## src/rtl/sopc_mem_arbiter.sv

```systemverilog
// Shares one synchronous memory port among NUM_M req/ack masters, with
// fixed-priority or round-robin arbitration and a configurable wait-state count.
module sopc_mem_arbiter #(
  parameter int NUM_M       = 2,
  parameter int ADDR_W      = 32,
  parameter int DATA_W      = 32,
  parameter int WAIT_STATES = 1,
  parameter int PRIO_MODE   = 0
) (
  input  logic                       clk,
  input  logic                       rst,
  input  logic [NUM_M-1:0]           m_req,
  input  logic [NUM_M-1:0]           m_we,
  input  logic [NUM_M*ADDR_W-1:0]    m_addr,
  input  logic [NUM_M*DATA_W-1:0]    m_wdata,
  input  logic [NUM_M*DATA_W/8-1:0]  m_sel,
  output logic [NUM_M-1:0]           m_ack,
  output logic [DATA_W-1:0]          m_rdata,
  output logic                       mem_ce,
  output logic                       mem_we,
  output logic [ADDR_W-1:0]          mem_addr,
  output logic [DATA_W-1:0]          mem_wdata,
  output logic [DATA_W/8-1:0]        mem_sel,
  input  logic [DATA_W-1:0]          mem_rdata
);

  localparam int SEL_W = DATA_W / 8;
  localparam int IDX_W = (NUM_M > 1) ? $clog2(NUM_M) : 1;
  localparam logic [IDX_W:0] NUM_M_V = (IDX_W + 1)'(NUM_M);

  typedef enum logic [1:0] {IDLE, BUSY, ACK} state_t;

  state_t           state;
  logic [IDX_W-1:0] grant;
  logic [IDX_W-1:0] last_grant;
  logic [IDX_W-1:0] winner;
  logic [3:0]       cnt;
  logic [IDX_W:0]   rr_sum;

  // Round-robin walks downward so the candidate closest after last_grant wins.
  always_comb begin
    winner = '0;
    rr_sum = '0;
    if (PRIO_MODE == 0) begin
      for (int k = NUM_M - 1; k >= 0; k--)
        if (m_req[k]) winner = IDX_W'(k);
    end else begin
      for (int k = NUM_M; k >= 1; k--) begin
        rr_sum = {1'b0, last_grant} + (IDX_W + 1)'(k);
        if (rr_sum >= NUM_M_V) rr_sum = rr_sum - NUM_M_V;
        if (m_req[IDX_W'(rr_sum)]) winner = IDX_W'(rr_sum);
      end
    end
  end

  always_comb begin
    mem_ce    = (state == BUSY);
    mem_we    = 1'b0;
    mem_addr  = '0;
    mem_wdata = '0;
    mem_sel   = '0;
    if (state == BUSY) begin
      for (int k = 0; k < NUM_M; k++) begin
        if (grant == IDX_W'(k)) begin
          mem_we    = m_we[k];
          mem_addr  = m_addr[k*ADDR_W +: ADDR_W];
          mem_wdata = m_wdata[k*DATA_W +: DATA_W];
          mem_sel   = m_sel[k*SEL_W +: SEL_W];
        end
      end
    end
  end

  always_ff @(posedge clk or posedge rst) begin
    if (rst) begin
      state      <= IDLE;
      grant      <= '0;
      last_grant <= IDX_W'(NUM_M - 1);
      cnt        <= '0;
      m_ack      <= '0;
      m_rdata    <= '0;
    end else begin
      m_ack <= '0;
      case (state)
        IDLE: begin
          if (|m_req) begin
            grant      <= winner;
            last_grant <= winner;
            cnt        <= 4'(WAIT_STATES);
            state      <= BUSY;
          end
        end
        BUSY: begin
          if (cnt == 4'd0) begin
            m_rdata      <= mem_we ? '0 : mem_rdata;
            m_ack[grant] <= 1'b1;
            state        <= ACK;
          end else begin
            cnt <= cnt - 4'd1;
          end
        end
        ACK:     state <= IDLE;
        default: state <= IDLE;
      endcase
    end
  end

endmodule

```

## config.mk

```make
export PLATFORM = sky130hd
export DESIGN_NAME = sopc_mem_arbiter
export DESIGN_NICKNAME = d
export VERILOG_FILES = /design/src/rtl/sopc_mem_arbiter.sv
export SDC_FILE = /design/constraint.sdc
export NUM_CORES = 1
export LEC_CHECK = 0
export ABC_AREA = 1
export CAP_MARGIN = 20
export CORE_AREA = 2 2 107 109
export DETAILED_ROUTE_END_ITERATION = 10
export DIE_AREA = 0 0 109 111
export PLACE_DENSITY = 0.71
export SLEW_MARGIN = 20
export SYNTH_ARGS = -nofsm -noshare
export SYNTH_HDL_FRONTEND = slang
export SYNTH_SLANG_ARGS = --single-unit
```

## constraint.sdc

```tcl
create_clock -name clk -period 3.5 [get_ports clk]
set_clock_uncertainty 0.15 [all_clocks]
set_input_delay 0.35 -clock clk [delete_from_list [all_inputs] [get_ports clk]]
set_output_delay 0.35 -clock clk [all_outputs]
set_load 0.02 [all_outputs]
```

Word-level counts from Yosys, hierarchy flattened --
Index checks and enable logic that the tools add are counted.
Word-level totals: bits in registers 41, bits in latches 0, bits in writable memories 0, memory bits (read-only) 0, input bits 174, output and inout bits 104, logic and storage cells 42, memories kept 0
Cells by class: add/subtract/negate cells 1, multipliers 0, divide/modulo/power cells 0, magnitude comparators 2, equality and inequality tests 4, shift-type cells 0, multiplexer cells 21, bitwise gates (word level) 0, reductions and logical operators 9
Operators with widths (number):
- $mux W32 | 5
- $mux W4 | 4
- $mux W2 | 4
- $pmux W4 S2 | 1
- $reduce_and A2 Y1 | 3
- $mux W1 | 5
- $logic_not A4 Y1 | 1
- $ne A2 B2 Y1 const B | 2
- $pmux W2 S2 | 1
- $sub A4 B1 Y4 const B | 1
- $reduce_and A3 Y1 | 1
- $eq A2 B1 Y1 const B | 1
- $logic_not A2 Y1 | 1
- $lt A1 B2 Y1 const B | 1
- $ne A2 B1 Y1 const B | 1
- $reduce_bool A2 Y1 | 1
- $reduce_or A2 Y1 | 1
- $demux W1 S1 | 1
- $ge A1 B1 Y1 const B | 1
- $logic_and A1 B1 Y1 | 1

Depth between registers and ports, before layout --
depth in word-level cells 6, depth in mapped cells 8, gate-level depth less buffers 7

Worst setup path before layout --
OpenSTA, ideal clock, no wires.
path type register to output, start point register grant, end point output port mem_addr[12], arrival 1.229 ns, required time 3.000 ns, path slack 1.771 ns, cell stages (with the launch flop) 7, path buffers 3, cell sequence dfrtp_1 buf_4 inv_2 buf_4 buf_6 nand2_1 a21oi_1
On the way: cells in the longest elaborated chain, start to end 2
RTL lines:
- start, declared | RTL line 34 | logic [IDX_W-1:0] grant;
- start signal, assigned | RTL line 87 | grant <= winner;
- $mux W32 | RTL line 64 | if (grant == IDX_W'(k)) begin
- $mux W32 | RTL line 62 | if (state == BUSY) begin
- end, declared | RTL line 21 | output logic [ADDR_W-1:0] mem_addr,
Every way passes these cells.

Worst setup path in the final report --
start point register state[1], end point output port mem_addr[10]
On the way: cells in the longest elaborated chain, start to end 2
RTL lines:
- start, declared | RTL line 33 | state_t state;
- start signal, assigned | RTL line 76 | state <= IDLE;
- start signal, assigned | RTL line 90 | state <= BUSY;
- start signal, assigned | RTL line 97 | state <= ACK;
- $eq A2 B1 Y1 | RTL line 62
- $mux W32 | RTL line 62
Every way passes these cells.

==> impl_summary.md <==
Power
Summed over all cells, the static leakage comes to roughly 2.5 nW. The power consumption is about 5 mW. The total power density per cell area is slightly below 900 nW/um2. The worst-case vdd ir drop is just under 0.0005 V.

Timing
The worst hold slack across all endpoints is around 0.33 ns. The actual transition at the worst max-transition pin is roughly 0.7 ns. The number of pins with negative max-slew slack in the final report is 0. The hold violation count in the final report is 0. The final total negative setup slack is 0 ns. For this run, the top clock speed supported by timing is 0.352 GHz.

The total of endpoints with negative setup slack in the final report is 0. The routed design could run at a clock period as short as approximately 2.8 ns. The final critical path takes up between 80% and 90% of the cycle.

Setup repair after global routing left no endpoint under its margin. The remaining max-slew budget at the tightest pin is 52.1%.

Global routing
The number of antenna violations at the first check in global routing is 2. The pin count of the biggest net entering global routing is 72. The final global-route overflow total is 0. The first-pass GRT wire length is around 20000 um. The global routing usage summed across all routing layers is between 20% and 30%. The via count of the first global-routing pass came to 3825.

Synthesis
The number of flops mapped to enable cells by yosys is 0. After synthesis the cells add up to around 2700 um2. Of all flip-flops after synthesis, the portion carrying an async set or reset was between 90% and 100%.

Of the post-synthesis cell area, the part taken by muxes is 0%. The total of warnings raised by yosys is 0. After technology mapping, the gate count stands at around 420.

The adder-cell share of the synthesized area is 0.926%. The net count after synthesis is ~600. The synthesized design spends more area on one cell type than any other, namely dfrtp_1. The compound-gate portion of the synthesized area is a little over an eighth. Ranked by instance count, the synthesized netlist is headed by nand2_1 (217), a21oi_1 (70), dfrtp_1 (41).

In the post-synthesis netlist, the biggest area contributors are dfrtp_1 (38%), nand2_1 (30%), a21oi_1 (13%). Counting distinct cell types in the post-synthesis netlist gives 19. The post-synthesis share of cell area spent on and, or, nand and nor gates is 39.0%. Among all flip-flop cells after synthesis, the most frequent one is dfrtp_1. A synthesized cell averages around 6.4 um2. The sequential area share after synthesis is 38.0%. The synthesized netlist devotes less than 1% of its cell area to XOR and XNOR gates. Yosys instantiated no cell more often than nand2_1. By area, the combinational part of the netlist is dominated by simple AND/OR/NAND/NOR gates. The fraction of synthesized cell area taken by the top area cell type is ~38%. The register bit total from synthesis is a little over 40.

CTS
The insertion delay of the later-clocked pin in the worst-skew pair is between 0.2 and 0.3 ns. For this design, the sink count on the clock tree is just over 40. The longest clock path from root to sink contains 2 buffers. Counting the buffers created by CTS gives 5. TritonCTS built the clock tree. Once the clock tree was built, the setup fixing pass inserted 0 buffers. The cts-stage hold buffer count is 0. After clock tree synthesis, the clock-pin slew on the worst setup and hold paths is about 0.060 ns. The library cell used as clock root buffer is clkbuf_16. The post-cts resize count is 0. The H-tree depth is 2.

Floorplan
In this run the standard cell core region covers between 10000 and 15000 um2. The I/O pin total is about 280. The die height is roughly 110 um. The starting utilization of the core area is approximately 24%. The row count is 39. From left edge to right edge, the die measures about 110 um. The die covers ~12000 um2.

Hold path
The startpoint of the most critical hold path is m_rdata[24]$_DFFE_PP0P_. For hold timing, the worst endpoint is m_rdata[24]$_DFFE_PP0P_. The tightest min-delay check is of the reg2reg type.

The number of stages on the worst hold path is 2.

Setup path
The worst setup slack for register-to-register paths is approximately 1.1 ns. The start point of the critical path is state[1]$_DFFE_PP0P_. The worst setup path is captured at an output port. For the worst flop-to-flop path, the logic depth is 8.

The launch point of the worst reg-to-reg path is state[1]$_DFFE_PP0P_. The required time of the critical path is about 3 ns. Along the worst path, the maximum fanout reaches 38. The worst register-to-register path ends at m_rdata[0]$_DFFE_PP0P_. Data arrives at the worst endpoint at ~2.3 ns. The classification of the worst setup path is reg2out. The startpoint class of the critical path is a register.

Place
The congestion estimate from routability-driven global placement came to 0.828. Buffers placed on the I/O ports in this run total ~280. The HPWL after detailed placement is slightly below 10000 um.

Once placement completed, the tool counted placed cells totaling 814.

Routing
The total number of vias is about 3800. The number of DRC markers after the initial detailed-route iteration is 291. The detailed-routing iteration count for the pre-antenna-repair pass is 5. The mean number of vias per cell is approximately 4.6. The average wire per cell in the routed design is roughly 16 um. The remaining routing DRC violations is 0. The sum of routed wire length over all layers is approximately 13000 um. The number of routed nets with antenna violations is 0.

Status
The run finished with clean final reports.

Layout
The net count of the finished layout is roughly 850. The area growth from synthesis to layout is 111%. The number of non-filler instances in the completed layout is roughly 820.

The fraction of layout cells with a size suffix above 1 is 3.24%. Once layout is complete, the utilization of the core stands at roughly 51%.

Flow run
The number of maximum-capacitance constraint violations is 0.
[routing by layer]
| layer | up-vias | global-route usage, % | routed length, um |
|---|---|---|---|
| met5 | - | 0 | 14 |
| met4 | 2 | 5.90 | 292 |
| met3 | 25 | 7.47 | 1470 |
| met2 | 203 | 34.3 | 5950 |
| met1 | 1688 | 23.8 | 5080 |
| li1 | 1851 | - | - |
[through the flow]
stage	cell area, um2	worst slack [ns]
2_1_floorplan	2700	1.77
3_3_place_gp	5530	0.925
3_5_place_dp	5530	0.931
4_1_cts	5700	0.618
5_1_grt	5700	0.534
6_report	5700	0.655
[worst max-delay path by stage]
stage	end	slack, ns
2_1_floorplan	mem_addr[12]	1.77
3_3_place_gp	mem_addr[10]	0.93
3_5_place_dp	mem_addr[10]	0.93
4_1_cts	mem_addr[10]	0.62
5_1_grt	mem_addr[10]	0.53
6_report	mem_addr[10]	0.66
[registers in the layout, indices dropped and copies added (netlist names)]
signal   flops
state        2
m_ack        2
cnt          4
grant        1
m_rdata     32
[power by group]
part | switching, mW | internal, mW | total (mW)
combinational | 2.13 | 1.55 | 3.68
sequential | 0.120 | 0.679 | 0.799
clock | 0.178 | 0.356 | 0.534
[cells in the final DEF (no fill, tap or decap)]
master,instances
a21oi_1,70
nand2_1,217
dfrtp_2,1
clkbuf_1,1
inv_1,7
buf_12,2
nor2_1,4
inv_2,3
xor2_1,1
nand3b_1,1
nand3_1,36
ha_1,2
buf_4,4
diode_2,1
nor2_4,1
dfrtp_1,40
nor2_2,1
nand2_2,3
clkdlybuf4s50_1,277
clkbuf_8,1
bufinv_16,1
o21ai_0,1
clkbuf_16,5
[final cells by class]
type,count,area (um2)
sequential,41,1030
inverter,10,37.5
tap,143,179
timing repair buffer,283,2840
fill,1056,5370
clock inverter,1,30.0
clock buffer,7,143
multi-input combinational,337,1440
antenna,1,2.50
[critical path, stage by stage (launching register included)]
cell,delay (ns)
dfrtp_1,0.37
inv_1,0.06
nand2_2,0.34
buf_12,0.34
a21oi_1,0.25
clkdlybuf4s50_1,0.69
[cell families after synthesis]
family	count (synthesis)
AO/OA/AOI/OAI	71
XOR/XNOR	1
adder cells (fa/ha/maj)	2
buffers and inverters	41
flip-flops	41
AND/OR/NAND/NOR	263
No activity file was read; power rests on OpenSTA's default activity.
